===== config.mk =====
export PLATFORM = sky130hd
export DESIGN_NAME = alu_pipe
export DESIGN_NICKNAME = d
export VERILOG_FILES = /design/src/rtl/alu_pipe.sv
export SDC_FILE = /design/constraint.sdc
export NUM_CORES = 1
export LEC_CHECK = 0
export BUFFER_PORTS_ARGS = -buffer_cell sky130_fd_sc_hd__buf_2
export CELL_PAD_IN_SITES_DETAIL_PLACEMENT = 0
export CELL_PAD_IN_SITES_GLOBAL_PLACEMENT = 1
export CORE_MARGIN = 1
export CORE_UTILIZATION = 30
export CTS_CLUSTER_DIAMETER = 60
export DETAILED_ROUTE_END_ITERATION = 8
export MAX_ROUTING_LAYER = met4
export PLACE_DENSITY_LB_ADDON = 0.1
export SYNTH_ARGS = -nofsm -noshare
export SYNTH_HDL_FRONTEND = slang
export SYNTH_SLANG_ARGS = --single-unit

===== constraint.sdc =====
create_clock -name clk -period 4.6 [get_ports clk]
set_input_delay 0.46 -clock clk [delete_from_list [all_inputs] [get_ports clk]]
set_output_delay 0.46 -clock clk [all_outputs]
set_load 0.05 [all_outputs]

===== src/rtl/alu_pipe.sv =====
// Two-stage pipelined ALU with valid/ready handshakes on both sides.
// Stage 1 holds operands and op; stage 2 holds the registered result and C/Z/N/V flags.
module alu_pipe #(
  parameter int WIDTH = 8
) (
  input  logic             clk,
  input  logic             rst_n,
  input  logic             in_valid,
  output logic             in_ready,
  input  logic [WIDTH-1:0] in_a,
  input  logic [WIDTH-1:0] in_b,
  input  logic [2:0]       in_op,
  output logic             out_valid,
  input  logic             out_ready,
  output logic [WIDTH-1:0] out_res,
  output logic             out_c,
  output logic             out_z,
  output logic             out_n,
  output logic             out_v
);

  localparam int SW  = (WIDTH > 1) ? $clog2(WIDTH) : 1;
  localparam int MSB = WIDTH - 1;

  logic             s1_valid;
  logic [WIDTH-1:0] s1_a;
  logic [WIDTH-1:0] s1_b;
  logic [2:0]       s1_op;
  logic             s2_valid;
  logic             s1_load;
  logic             s2_load;

  logic [WIDTH:0]   sum_ext;
  logic [WIDTH:0]   dif_ext;
  logic [WIDTH-1:0] nxt_res;
  logic             nxt_c;
  logic             nxt_v;

  // Stage 2 frees up when empty or draining; stage 1 frees up behind it.
  assign s2_load   = !s2_valid || out_ready;
  assign s1_load   = !s1_valid || s2_load;
  assign in_ready  = s1_load;
  assign out_valid = s2_valid;

  // Result and C/V from the stage-1 operands; Z/N derive from the result at load.
  always_comb begin
    sum_ext = {1'b0, s1_a} + {1'b0, s1_b};
    dif_ext = {1'b0, s1_a} - {1'b0, s1_b};
    nxt_res = {WIDTH{1'b0}};
    nxt_c   = 1'b0;
    nxt_v   = 1'b0;
    case (s1_op)
      3'b000: begin
        nxt_res = sum_ext[WIDTH-1:0];
        nxt_c   = sum_ext[WIDTH];
        nxt_v   = (s1_a[MSB] == s1_b[MSB]) && (sum_ext[MSB] != s1_a[MSB]);
      end
      3'b001: begin
        nxt_res = dif_ext[WIDTH-1:0];
        nxt_c   = dif_ext[WIDTH];
        nxt_v   = (s1_a[MSB] != s1_b[MSB]) && (dif_ext[MSB] != s1_a[MSB]);
      end
      3'b010:  nxt_res = s1_a & s1_b;
      3'b011:  nxt_res = s1_a | s1_b;
      3'b100:  nxt_res = s1_a ^ s1_b;
      3'b101:  nxt_res = s1_a << s1_b[SW-1:0];
      3'b110:  nxt_res = s1_a >> s1_b[SW-1:0];
      3'b111:  nxt_res = {{(WIDTH-1){1'b0}}, (s1_a < s1_b)};
      default: nxt_res = {WIDTH{1'b0}};
    endcase
  end

  // Stage 1: operand capture whenever the slot is free.
  always_ff @(posedge clk or negedge rst_n) begin
    if (!rst_n) begin
      s1_valid <= 1'b0;
      s1_a     <= {WIDTH{1'b0}};
      s1_b     <= {WIDTH{1'b0}};
      s1_op    <= 3'b000;
    end else if (s1_load) begin
      s1_valid <= in_valid;
      s1_a     <= in_a;
      s1_b     <= in_b;
      s1_op    <= in_op;
    end else begin
      s1_valid <= s1_valid;
    end
  end

  // Stage 2: output registers, frozen while downstream stalls.
  always_ff @(posedge clk or negedge rst_n) begin
    if (!rst_n) begin
      s2_valid <= 1'b0;
      out_res  <= {WIDTH{1'b0}};
      out_c    <= 1'b0;
      out_z    <= 1'b0;
      out_n    <= 1'b0;
      out_v    <= 1'b0;
    end else if (s2_load) begin
      s2_valid <= s1_valid;
      if (s1_valid) begin
        out_res <= nxt_res;
        out_c   <= nxt_c;
        out_z   <= (nxt_res == {WIDTH{1'b0}});
        out_n   <= nxt_res[MSB];
        out_v   <= nxt_v;
      end else begin
        out_res <= out_res;
      end
    end else begin
      s2_valid <= s2_valid;
    end
  end

endmodule

## Word-level counts from Yosys, hierarchy flattened

Cells that the tools add are included.

- Register bits after elaboration: 33

- Reduce and logical (&&, ||, !) cells: 9
- Shift operators: 2
- Add/subtract/negate cells: 2
- Order comparisons: 1
- Muxes and demuxes: 3
- Bitwise operators: 3
- Equality and inequality tests: 11

Operators with widths:

| kind | count |
|---|---|
| case mux 8 bit (8 select lines) | 1 |
| equality test 3 bit (second input constant) | 4 |
| adder 8 x 8 -> 9 bit | 1 |
| subtractor 8 x 8 -> 9 bit | 1 |
| AND 8 bit | 1 |
| logical NOT 8 bit | 1 |
| less-than comparator 8 bit | 1 |
| OR 8 bit | 1 |
| left shift 8 x 3 -> 8 bit | 1 |
| >> shifter 8 x 3 -> 8 bit | 1 |
| bitwise XOR 8 bit | 1 |
| equality test 3 x 2 -> 1 bit (second input constant) | 2 |
| case mux 1 bit (2 select lines) | 2 |
| equality test 3 x 1 -> 1 bit (second input constant) | 1 |
| logical NOT 3 bit | 1 |
| != test 1 bit | 3 |
| logical AND 1 bit | 2 |
| logical NOT 1 bit | 2 |
| logical OR 1 bit | 2 |
| AND reduction 2 bit | 1 |
| equality test 1 bit | 1 |

## Longest topological paths before layout

- Depth in word-level cells: 4
- Gate-level depth with buffers: 11
- Gate-level depth less buffers: 11

## Worst setup path before layout

No wires, ideal clock.

- Path type: reg-to-reg
- Start: register s1_b[1]
- End: register out_z
- Clock period less this slack: 2764 ps
- Setup slack: 1836 ps
- Path buffers: 2
- Cell stages (with the launch flop): 12
- Data arrival time: 2672 ps
- Library setup time: 92 ps
- Path through: dfrtp_1 -> buf_4 -> buf_2 -> inv_1 -> fa_1 -> nor3b_1 -> a211o_1 -> a221o_1 -> and3_1 -> o21ai_0 -> o2111ai_1 -> o31ai_2

- Cells in the longest elaborated chain, start to end: 3
- Elaborated cells on any way between the ends: 10
- Those cells by class: 2 x add/sub; 1 x order compare; 2 x shift; 1 x mux; 3 x bitwise; 1 x reduce/logical

Ends and longest elaborated chain:

| item | RTL line | source |
|---|---|---|
| start, declared | 27 | `logic [WIDTH-1:0] s1_b;` |
| start signal, assigned | 78 | `s1_b <= {WIDTH{1'b0}};` |
| start signal, assigned | 83 | `s1_b <= in_b;` |
| subtractor 8 x 8 -> 9 bit (tied with other cells) | 48 | `dif_ext = {1'b0, s1_a} - {1'b0, s1_b};` |
| case mux 8 bit (8 select lines) * | 52 | `case (s1_op)` |
| logical NOT 8 bit * | 104 | `out_z <= (nxt_res == {WIDTH{1'b0}});` |
| end signal, assigned | 104 |  |
| end, declared | 17 | `output logic out_z,` |

Mark *: on every way between the ends. The rest lies on a longest branch, timed or not.
A chain may end at the register's enable or synchronous reset.

## Worst setup path in the final report

Same ends and word-level chain as after synthesis.

==> results.sh <==
export IMPL_synth_fa_ha_area_share_pct=11.7
export IMPL_vias_per_cell=5.17
export IMPL_synth_simple_gate_area_share_pct=17.7
export IMPL_cp_data_required_time_ps=4810
export IMPL_hold_path_class="in2async"
export IMPL_end_kind="register"
export IMPL_dp_cells=493
export IMPL_synthDistinctLibCells=70
export IMPL_holdBufCountCts=0
export IMPL_cts_max_level=2
export IMPL_r2r_setup_slack_ps=1250
export IMPL_synthCells=344
export IMPL_async_flop_share_pct=100
export IMPL_worst_slack_ps=1250
export IMPL_setup_violations=0
export IMPL_drt_pass1_iterations=5
export IMPL_pre_cts_ws_ps=1270
export IMPL_synth_area_leaders="dfrtp_1, ha_1, nand2_1, o21ai_0, mux4_2"
export IMPL_critPathArrivalTime_ps=3560
export IMPL_post_synth_xor_area_fraction_pct=1.74
export IMPL_cts_resized_gates=0
export IMPL_layout_drive_gt1_share_pct=17.7
export IMPL_drv_cap=0
export IMPL_avgSynthCellArea_um2=8.78
export IMPL_clk_pin_slew_ps=70
export IMPL_synthMuxAreaShare_pct=10.4
export IMPL_synth_top_family_by_area="compound AO/OA/AOI/OAI gates"
export IMPL_syn_to_final_growth_pct=10.6
export IMPL_fmax_mhz=299
export IMPL_gp_congestion=0.890
export IMPL_min_period_over_period_pct=72.8
export IMPL_post_cts_buffers=0
export IMPL_fin_nets=417
export IMPL_finalNonFillerCells=500
export IMPL_wire_per_inst_um=17.3
export IMPL_drt_total_wl_um=8660
export IMPL_rsz0062_at_grt="false"
export IMPL_synth_area_um2=3020
export IMPL_p_leak_nw=1.53
export IMPL_dp_final_hpwl_um=6570
export IMPL_drv_slew=0
export IMPL_worst_slew_pin_slew_ps=874
export IMPL_yosysTopAreaCellShare_pct=26.5
export IMPL_postLayoutCoreUtil_pct=34.2
export IMPL_io_buffers=36
export IMPL_vias=2586
export IMPL_drtAntennaViolNets=0
export IMPL_ys_ff_latch=32
export IMPL_drc_errors=0
export IMPL_fin_crit_ps=3350
export IMPL_clock_latency_ps=290
export IMPL_hold_viol_final=0
export IMPL_antenna_found_initial=0
export IMPL_synth_top_area_cell="dfrtp_1"
export IMPL_cts_buffers_inserted=5
export IMPL_grt_usage_pct=18.6
export IMPL_cp_start_kind="register"
export IMPL_relSlewSlack_pct=41.7
export IMPL_die_x_um=102
export IMPL_clockBufferDepth=2
export IMPL_row_count=36
export IMPL_dieArea_um2=10500
export IMPL_layout_commonest_cell="nand2_1"
export IMPL_grt_first_pass_wirelength_um=14000
export IMPL_syn_num_nets=394
export IMPL_first_iter_violations=179
export IMPL_synth_edff_count=0
export IMPL_crit_type="reg2reg"
export IMPL_boundaryPins=37
export IMPL_powerDensity_nw_per_um2=361
export IMPL_yosys_warnings=0
export IMPL_irDropWorstVdd_v=0.000148
export IMPL_clkSinkCount=32
export IMPL_yosysSeqAreaShare_pct=26.5
export IMPL_fin_skew_ps=3.86
export IMPL_grt_pass1_vias=2397
export IMPL_postLayoutCellArea_um2=3340
export IMPL_cts_root_buf="clkbuf_8"
export IMPL_layout_common_cells="nand2_1, buf_2, o21ai_0"
export IMPL_cts_tree="done"
export IMPL_crit_path_max_fanout=19
export IMPL_initial_core_util_pct=30.9
export IMPL_antenna_cells=0
export IMPL_synthFlopType="dfrtp_1"
export IMPL_postPlaceCellArea_um2=3260
export IMPL_grt_start_max_net_pins=40
export IMPL_outcome="completed"
export IMPL_chipHeight_um=102
export IMPL_synth_compound_area_share_pct=24.1
export IMPL_gr_total_overflow=0
export IMPL_coreArea_um2=9770
export IMPL_tns_ps=0
[stage by stage]
stage	power (mW)	hold WS, ps
after floorplan	0.851	164
after global placement	0.997	458
after detailed placement	0.991	467
after CTS	1.22	275
after global routing	1.30	326
final	1.21	244
[flip-flops by register name, indices dropped and copies added (netlist names)]
signal,cells
s1_valid,1
out_res,8
s1_a,8
out_v,1
s1_op,3
out_c,1
out_z,1
out_valid,1
s1_b,8
[cells in the mapped netlist (2+ instances only)]
library cell	instances
nand3b_1	2
mux2_2	3
xnor2_1	5
buf_6	2
o22ai_1	5
nor2b_1	9
and4bb_2	2
nand2b_1	5
a22oi_1	3
inv_1	31
a211o_1	3
a21oi_1	15
clkbuf_1	10
o211ai_1	2
and2_1	3
a221oi_1	2
buf_4	3
nor3_1	9
a21o_1	2
a211oi_1	4
mux4_2	6
mux2i_1	4
fa_1	2
ha_1	25
a32oi_1	2
o221ai_1	2
o32ai_1	2
buf_2	7
dfrtp_1	32
a2111o_1	2
nor2_1	13
and3_1	4
mux4_1	4
o21ai_1	2
nand2_1	49
o21ai_0	33
or3_1	2
[cell families after synthesis]
kind of cell	Yosys count
fa+ha+maj	27
flops	32
mux	17
simple gates	107
xor+xnor	6
buf+inv	54
compound gates	101
[per-layer routing]
layer | GRT usage, % | up-vias | part of all wire (%)
li1 | - | 1283 | -
met1 | 27.3 | 1216 | 53
met3 | 2.67 | 18 | 4.1
met5 | - | - | 0
met4 | 6.04 | 0 | 2.3
met2 | 25.8 | 69 | 41
[worst max-delay path, cell delays in order (launching register included)]
cell       delay [ps]
dfrtp_1           780
inv_1             330
ha_1              410
o21bai_1          150
a2111oi_0         490
xnor2_1           190
a21oi_1            90
o32ai_1           400
o2111ai_1         200
o31ai_2           230
[power by group]
| group | internal (mW) | switching (mW) |
|---|---|---|
| clock network | 0.103 | 0.114 |
| logic | 0.219 | 0.374 |
| registers | 0.325 | 0.0705 |
[final timing paths]
path	startpoint	end	cells after the start
worst max register to register	s1_b[1]$_DFFE_PN0P_	out_z$_DFFE_PN0P_	9
worst min register to register	out_res[6]$_DFFE_PN0P_	out_res[6]$_DFFE_PN0P_	2
worst min-delay path	rst_n	s1_b[1]$_DFFE_PN0P_	1
worst max-delay path	s1_b[1]$_DFFE_PN0P_	out_z$_DFFE_PN0P_	9
max in group asynchronous	rst_n	s1_a[5]$_DFFE_PN0P_	1
min in group clk	in_valid	s1_valid$_DFFE_PN0P_	2
[layout make-up]
class,count,area (um^2)
clock inverters,1,5.00
multi-input cells,258,1980
clock buffers,6,72.6
well taps,133,166
fillers,1051,6430
inverters,32,120
flip-flops and latches,32,801
repair buffers,38,195
(Power assumes the default switching activity.)
